`src/rtl/ripple_count_pkg.sv`:
```
// Shared encodings for the ripple counter controller and its datapath.
// Purely declarative: no latency or flow control of its own.
package ripple_count_pkg;

  typedef enum logic [1:0] {
    ST_IDLE  = 2'd0,
    ST_RUN   = 2'd1,
    ST_PAUSE = 2'd2,
    ST_DONE  = 2'd3
  } state_t;

  localparam logic MODE_ONESHOT = 1'b0;
  localparam logic MODE_RELOAD  = 1'b1;

  // A run is in progress (counting or held) in these states.
  function automatic logic state_is_active(input state_t s);
    return (s == ST_RUN) || (s == ST_PAUSE);
  endfunction

  // A new start command is only honoured outside a run.
  function automatic logic state_accepts_start(input state_t s);
    return (s == ST_IDLE) || (s == ST_DONE);
  endfunction

endpackage

```
`src/rtl/count_core.sv`:
```
// WIDTH-bit synchronous up-counter of falling-edge toggle stages; clr wins over en.
// Latency: q updates on the falling edge after clr/en; no backpressure.
module count_core #(
  parameter int WIDTH = 4
) (
  input  logic             clk,
  input  logic             reset,
  input  logic             clr,
  input  logic             en,
  output logic [WIDTH-1:0] q
);

  for (genvar i = 0; i < WIDTH; i++) begin : g_stage
    logic toggle;
    logic bit_q;

    // A stage toggles when enabled and every lower stage is at 1.
    if (i == 0) begin : g_lsb
      assign toggle = en;
    end else begin : g_upper
      assign toggle = en & (&q[i-1:0]);
    end

    always_ff @(negedge clk or posedge reset) begin
      if (reset) begin
        bit_q <= 1'b0;
      end else if (clr) begin
        bit_q <= 1'b0;
      end else if (toggle) begin
        bit_q <= ~bit_q;
      end
    end

    assign q[i] = bit_q;
  end

endmodule

```
`src/rtl/ripple_count_ctrl.sv`:
```
// Start/pause/stop sequencer running count_core to a latched terminal count (one-shot or reload).
// Latency: one falling edge from command to registered count/busy/done; no backpressure.
module ripple_count_ctrl
  import ripple_count_pkg::*;
#(
  parameter int WIDTH = 4
) (
  input  logic             clk,
  input  logic             reset,
  input  logic             start,
  input  logic             stop,
  input  logic             pause,
  input  logic             mode,
  input  logic [WIDTH-1:0] term,
  output logic [WIDTH-1:0] count,
  output logic             busy,
  output logic             done
);

  state_t           state;
  logic [WIDTH-1:0] term_q;
  logic             mode_q;

  logic             core_clr;
  logic             core_en;
  logic             active;
  logic             start_ok;
  logic             at_term;
  logic             next_hits_term;
  logic [WIDTH:0]   count_inc;

  assign active    = state_is_active(state);
  assign start_ok  = state_accepts_start(state);
  assign at_term   = (count == term_q);
  // One extra bit so the compare cannot alias through a wrap at the maximum term.
  assign count_inc = {1'b0, count} + {{WIDTH{1'b0}}, 1'b1};
  assign next_hits_term = (count_inc == {1'b0, term_q});

  always_comb begin
    core_clr = 1'b0;
    core_en  = 1'b0;
    if (stop) begin
      core_clr = 1'b1;
    end else if (start && start_ok) begin
      core_clr = 1'b1;
    end else if (active && !pause) begin
      // Sitting at term while still running only happens in reload: wrap to zero.
      if (at_term) begin
        core_clr = 1'b1;
      end else begin
        core_en = 1'b1;
      end
    end
  end

  count_core #(
    .WIDTH(WIDTH)
  ) u_core (
    .clk  (clk),
    .reset(reset),
    .clr  (core_clr),
    .en   (core_en),
    .q    (count)
  );

  always_ff @(negedge clk or posedge reset) begin
    if (reset) begin
      state  <= ST_IDLE;
      term_q <= '0;
      mode_q <= MODE_ONESHOT;
      busy   <= 1'b0;
      done   <= 1'b0;
    end else begin
      done <= 1'b0;
      if (stop) begin
        state <= ST_IDLE;
        busy  <= 1'b0;
      end else if (start && start_ok) begin
        term_q <= term;
        mode_q <= mode;
        if (term != '0) begin
          state <= ST_RUN;
          busy  <= 1'b1;
        end else if (mode == MODE_RELOAD) begin
          state <= ST_RUN;
          busy  <= 1'b1;
          done  <= 1'b1;
        end else begin
          state <= ST_DONE;
          busy  <= 1'b0;
          done  <= 1'b1;
        end
      end else if (active) begin
        if (pause) begin
          state <= ST_PAUSE;
        end else begin
          // Leaving PAUSE advances on the same edge so each paused edge costs one cycle.
          state <= ST_RUN;
          if (at_term) begin
            if (term_q == '0) begin
              done <= 1'b1;
            end
          end else if (next_hits_term) begin
            done <= 1'b1;
            if (mode_q == MODE_ONESHOT) begin
              state <= ST_DONE;
              busy  <= 1'b0;
            end
          end
        end
      end
    end
  end

  a_count_bounded: assert property (@(negedge clk) disable iff (reset) count <= term_q);

endmodule

```
`config.mk`:
```
export PLATFORM = sky130hd
export DESIGN_NAME = ripple_count_ctrl
export DESIGN_NICKNAME = d
export VERILOG_FILES = /design/src/rtl/ripple_count_pkg.sv /design/src/rtl/count_core.sv /design/src/rtl/ripple_count_ctrl.sv
export SDC_FILE = /design/constraint.sdc
export NUM_CORES = 1
export LEC_CHECK = 0
export CORE_ASPECT_RATIO = 1.25
export CORE_MARGIN = 8
export CORE_UTILIZATION = 45
export CTS_CLUSTER_SIZE = 28
export DETAILED_ROUTE_END_ITERATION = 10
export HOLD_SLACK_MARGIN = 0.06
export PLACE_DENSITY = 0.73
export SLEW_MARGIN = 20
export SYNTH_ARGS = -nofsm -noshare
export SYNTH_HDL_FRONTEND = slang
export SYNTH_SLANG_ARGS = --single-unit
```
`constraint.sdc`:
```
create_clock -name clk -period 1.75 [get_ports clk]
set_clock_uncertainty 0.05 [all_clocks]
set_input_delay 0.35 -clock clk [delete_from_list [all_inputs] [get_ports clk]]
set_output_delay 0.35 -clock clk [all_outputs]
set_load 0.05 [all_outputs]
```
==> results of run 1 <==
## area by class of cell
class                   count  area (sq um)  area share, %
multi-input cells          60           617           43.9
clock buffers               4          26.3           1.87
well taps                  19          23.8           1.69
inverters                   3          11.3          0.802
repair buffers             37           400           28.5
flip-flops and latches     13           325           23.2
## worst paths after layout
check | start | slack [ps] | depth (start not counted) | to
worst max-delay path | u_core.g_stage[0].bit_q | -450 | 1 | count[0]
worst min-delay path | mode_q | 480 | 1 | mode_q
worst max register to register | u_core.g_stage[1].bit_q | -140 | 9 | state[1]
worst min register to register | mode_q | 480 | 1 | mode_q
max in group asynchronous | reset | 430 | 3 | term_q[3]
min in group asynchronous | reset | 1070 | 3 | state[0]
## where the power goes
part / internal (mW) / switching, mW / total (mW)
combinational: 0.246 / 0.188 / 0.433
clock: 0.0886 / 0.109 / 0.198
sequential: 0.350 / 0.0714 / 0.421
## cells in the final DEF (no fill, tap or decap), types with 2 or more instances in the layout
cell type	instances
buf_4	18
dfrtn_1	13
buf_6	8
buf_12	7
mux2_4	5
xnor2_2	4
a32o_1	4
o21ai_0	4
nand3_1	3
xnor2_1	3
clkbuf_4	3
nand2b_4	2
a311oi_2	2
nor2_1	2
a211oi_2	2
nand2_1	2
nor3_2	2
nand4_1	2
a21oi_2	2
inv_1	2
nor3_1	2
## cell usage after synthesis
library cell / number
nand3_1: 3
o21ai_0: 5
nand4b_1: 1
and3_2: 1
a41o_1: 1
buf_6: 1
dfrtn_1: 13
a211oi_1: 2
buf_2: 2
xnor2_1: 6
inv_1: 3
nor4_1: 2
xnor2_2: 1
nand2_1: 2
or3_1: 1
or4_1: 1
a21o_1: 1
nor3b_1: 2
a21oi_1: 2
a311oi_1: 3
and4_4: 1
nand2b_1: 2
ha_1: 1
and3b_1: 2
a32o_1: 4
buf_4: 5
mux2_4: 5
nor3_1: 4
xor2_1: 1
nor2_1: 4
nand4_1: 2
## kinds of logic after synthesis
logic type                 after synthesis
and+or+nand+nor                         28
AOI/OAI and AO/OA                       18
DFF                                     13
buffers and inverters                   11
xor gates and xnor gates                 8
muxes                                    5
adders and majority gates                1
## sequential cells by signal, summed over array words and instances (netlist names)
register              count
busy                      1
term_q                    4
u_core.g_stage.bit_q      4
state                     2
done                      1
mode_q                    1
## per-layer routing
| layer | global-route usage (%) | wire, um | vias to the layer above |
|---|---|---|---|
| met5 | 0 | 0 | - |
| met4 | 4.52 | 36 | 0 |
| met3 | 2.97 | 90 | 4 |
| met2 | 24.2 | 1390 | 13 |
| met1 | 15.4 | 973 | 389 |
| li1 | - | - | 378 |
## what timing repair did
item | 4_1_cts | 5_1_grt
pin swaps | 10 | 6
hold endpoints to repair | 0 | 0
setup endpoints to repair | 19 | 19
resized for setup | 47 | 17
setup buffers | 3 | 4
==> results_dict.tcl, run 1 <==
set metrics [dict create \
    detail-route-antenna-nets 0 \
    rows 17 \
    grt_setup_unrepaired "true" \
    grt_pass1_wl_um 3750 \
    cts_root_buf "clkbuf_4" \
    vias_per_cell 5.76 \
    synth-compound-area-share_pct 15.5 \
    syn_nets 95 \
    grt-ovfl-total 0 \
    startpoint_type "flop" \
    cts_sinks 13 \
    slowest_delay_ps 480 \
    postCtsHoldBufs 0 \
    fin_hold_ws_ps 484 \
    dp_hpwl_um 1660 \
    final_cells 136 \
    crit_type "flop to primary output" \
    drc_errors 0 \
    synth_cells 84 \
    setup_viol 18 \
    relSlewSlack_pct 75.7 \
    diodes 0 \
    yosysTopAreaCell "dfrtn_1" \
    slew_violations 0 \
    gp_congestion 0.801 \
    cts_htree_levels 1 \
    synth_top_family_by_area "simple AND/OR/NAND/NOR gates" \
    grt_pass1_vias 803 \
    core_sq_um 1790 \
    die_x_um 55.2 \
    synth_xor_area_share_pct 8.99 \
    synth_area_per_cell_sq_um 10.3 \
    grt_max_degree 14 \
    synth-simple-area-share_pct 19.6 \
    clk_pin_slew_ps 60 \
    cpMaxStageDelayCell "dfrtn_1" \
    grt_usage_pct 13.8 \
    total_power_mw 1.05 \
    ys_seq_area_share_pct 37.7 \
    cp_top_family "flip-flops" \
    cts_inserted_buffers 3 \
    synthAdderAreaFrac_pct 1.45 \
    post-place-ws_ps -891 \
    clock_latency_ps 290 \
    cap_violations 0 \
    fillers 124 \
    finish.instance_area_sq_um 1400 \
    antenna_found_initial 0 \
    firstDrtPassIters 4 \
    cp-end-kind "primary output" \
    worst_pin_slew_ps 361 \
    ctsLongestPathBuffers 2 \
    crit_required_ps 1350 \
    drt-initial-drc-count 13 \
    tns_ps -3790 \
    crit_arrival_ps 1800 \
    io_pins 16 \
    synth_area_leaders "dfrtn_1, mux2_4, xnor2_1" \
    crit_chain "buf_12" \
    area_delta_synth_final_pct 62.6 \
    postPlaceCellArea_sq_um 1190 \
    finalWirelength_um 2490 \
    portBuffers 15 \
    yosysTopAreaCellShare_pct 37.7 \
    hold_viol 0 \
    synthDistinctLibCells 31 \
    ys_ff_latch 13 \
    worst_slack_ps -449 \
    p_leak_nw 0.600 \
    layout.nets 129 \
    yosysWarnings 0 \
    cts_tree "done" \
    drive_gt1_share_pct 60.7 \
    syn_area_sq_um 863 \
    vdd_drop_max_uv 702 \
    outcome "complete, but fails checks" \
    dieArea_sq_um 3580 \
    wire_per_inst_um 18.3 \
    violations "negative setup slack" \
    die_h_um 65.0 \
    final_util_pct 78.6 \
    muxShareOfSynthArea_pct 8.70 \
    min_path_type "flop to flop" \
    start_util_pct 48.3 \
    p_per_area_nw_per_um2 750 \
    crit_path_max_fanout 2 \
    worst-path-buf-inv 1 \
    vias 784 \
    post-place-cells 126 \
]
No activity file was read; power rests on OpenSTA's default activity.
==> run 2, diff against run 1 <==
--- a/config.mk
+++ b/config.mk
@@ -7,11 +7,11 @@
 export LEC_CHECK = 0
 export CORE_ASPECT_RATIO = 1.25
 export CORE_MARGIN = 8
-export CORE_UTILIZATION = 45
+export CORE_UTILIZATION = 50
 export CTS_CLUSTER_SIZE = 28
 export DETAILED_ROUTE_END_ITERATION = 10
 export HOLD_SLACK_MARGIN = 0.06
-export PLACE_DENSITY = 0.73
+export PLACE_DENSITY = 0.77
 export SLEW_MARGIN = 20
 export SYNTH_ARGS = -nofsm -noshare
 export SYNTH_HDL_FRONTEND = slang
==> constraint.sdc (replaced) <==
create_clock -name clk -period 2.3 [get_ports clk]
set_clock_uncertainty 0.05 [all_clocks]
set_input_delay 0.46 -clock clk [delete_from_list [all_inputs] [get_ports clk]]
set_output_delay 0.46 -clock clk [all_outputs]
set_load 0.05 [all_outputs]
==> results_dict.tcl, run 2 (same netlist as run 1, synthesis figures left out) <==
set metrics [dict create \
    outcome "complete, but fails checks" \
    violations "negative setup slack" \
    met2_usage_pct 24.0 \
    use_met1_pct 15.8 \
    hold_viol 0 \
    crit_type "flop to primary output" \
    layout_common_cells "dfrtn_1, buf_4, buf_12" \
    worst_pin_slew_ps 437 \
    crit_arrival_ps 2050 \
    portBuffers 15 \
    ctsLongestPathBuffers 2 \
    die_h_um 62.5 \
    grt_pass1_wl_um 3720 \
    grt_pass1_vias 804 \
    cp_top_family "flip-flops" \
    worst-path-buf-inv 1 \
    p_seq_share_pct 43.9 \
    antenna_found_initial 0 \
    gp_congestion 0.815 \
    io_pins 16 \
    drc_errors 0 \
    detail-route-antenna-nets 0 \
    relSlewSlack_pct 70.7 \
    register_area_sq_um 325 \
    min_path_type "flop to flop" \
    cts_htree_levels 1 \
    drt-initial-drc-count 6 \
    clk_pin_slew_ps 60 \
    layout_commonest_cell "dfrtn_1" \
    worst_slack_ps -263 \
    cpMaxStageDelayCell "dfrtn_1" \
    startpoint_type "flop" \
    largestRegisters "term_q (4), u_core.g_stage.bit_q (4), state (2)" \
    swShare_pct 34.2 \
    cts_root_buf "clkbuf_4" \
    layout.nets 119 \
    internal-power_mw 0.473 \
    cts_sinks 13 \
    top_usage_layer "met2" \
    dp_hpwl_um 1640 \
    p_leak_nw 0.522 \
    area_delta_synth_final_pct 40.7 \
    die_x_um 53.2 \
    firstDrtPassIters 4 \
    clockPowerShare_pct 20.2 \
    dieArea_sq_um 3320 \
    postCtsHoldBufs 0 \
    vias_per_cell 6.02 \
    grt-ovfl-total 0 \
    vias 758 \
    fin_hold_ws_ps 470 \
    postPlaceCellArea_sq_um 1150 \
    diodes 0 \
    wire_per_inst_um 17.4 \
    setup_viol 7 \
    p_comb_share_pct 35.9 \
    finish.instance_area_sq_um 1210 \
    core_sq_um 1700 \
    multi_input_area_sq_um 522 \
    cts_tree "done" \
    crit_chain "buf_12" \
    cts_inserted_buffers 3 \
    cp-end-kind "primary output" \
    fillers 129 \
    cap_violations 0 \
    p_switching_mw 0.246 \
    drive_gt1_share_pct 42.1 \
    grt_usage_pct 14.2 \
    tns_ps -1500 \
    clock_latency_ps 290 \
    slew_violations 0 \
    p_per_area_nw_per_um2 592 \
    finalWirelength_um 2200 \
    vdd_drop_max_uv 545 \
    crit_path_max_fanout 2 \
    crit_required_ps 1790 \
    grt_max_degree 14 \
    start_util_pct 50.7 \
    slowest_delay_ps 460 \
    rows 17 \
    grt_setup_unrepaired "true" \
    gr-usage-met3_pct 3.81 \
]
## run 2: changes by cell type in the layout (fill, tap and decap cells not counted), sizes merged
cell           delta
buf               -9
clkdlybuf4s15     -1
## run 2: cell type report
class                      instances  area share (%)
clock buffer                       4            2.16
inverter                           3           0.927
multi-input combinational         60            42.9
sequential                        13            26.8
tap                               19            1.96
timing repair buffer              27            25.2
## run 2: power by group through the flow
| stage | Combinational [mW] | Clock [mW] | Sequential [mW] |
|---|---|---|---|
| 2_1_floorplan | 0.162 | 0 | 0.312 |
| 3_3_place_gp | 0.235 | 0 | 0.315 |
| 3_5_place_dp | 0.246 | 0 | 0.317 |
| 4_1_cts | 0.254 | 0.144 | 0.315 |
| 5_1_grt | 0.274 | 0.154 | 0.320 |
| 6_report | 0.258 | 0.145 | 0.316 |
## run 2: repair_timing
action                                  CTS  global route
setup buffers                             0             1
gates resized for setup                  37             6
pin swaps                                 7             1
endpoints found under the setup margin   19            10
gates cloned                              0             0
## run 2: path summary, 6_finish.rpt
| path | start | end | slack (ps) | depth (start not counted) |
|---|---|---|---|---|
| worst max-delay path | u_core.g_stage[3].bit_q | count[3] | -260 | 1 |
| worst min-delay path | mode_q | mode_q | 470 | 1 |
| worst max register to register | u_core.g_stage[1].bit_q | busy | 120 | 7 |
| worst min register to register | mode_q | mode_q | 470 | 1 |
| max in group asynchronous | reset | term_q[2] | 580 | 3 |
| min in group asynchronous | reset | state[0] | 1460 | 3 |
## run 2: layer usage
layer / vias to the layer above / share of wire, %
li1: 360 / -
met4: 0 / 1.8
met5: - / 0
met2: 14 / 55
met1: 378 / 38
met3: 6 / 4.9
## run 2: through the flow
stage	setup slack [ps]	utilization [%]	cells	total power, mW
6_report	-263	71.4	126	0.719
5_1_grt	-288	71.4	126	0.747
4_1_cts	-265	70.4	125	0.713
2_1_floorplan	-144	-	84	0.474
3_3_place_gp	-707	67.8	121	0.551
3_5_place_dp	-754	67.8	121	0.563
==> run 3, diff against run 2 <==
--- a/config.mk
+++ b/config.mk
@@ -5,6 +5,7 @@
 export SDC_FILE = /design/constraint.sdc
 export NUM_CORES = 1
 export LEC_CHECK = 0
+export ABC_CLOCK_PERIOD_IN_PS = 2300
 export CORE_ASPECT_RATIO = 1.25
 export CORE_MARGIN = 8
 export CORE_UTILIZATION = 50
==> results of run 3 <==
No change in the layout: final DEF, timing and power equal those of run 2.
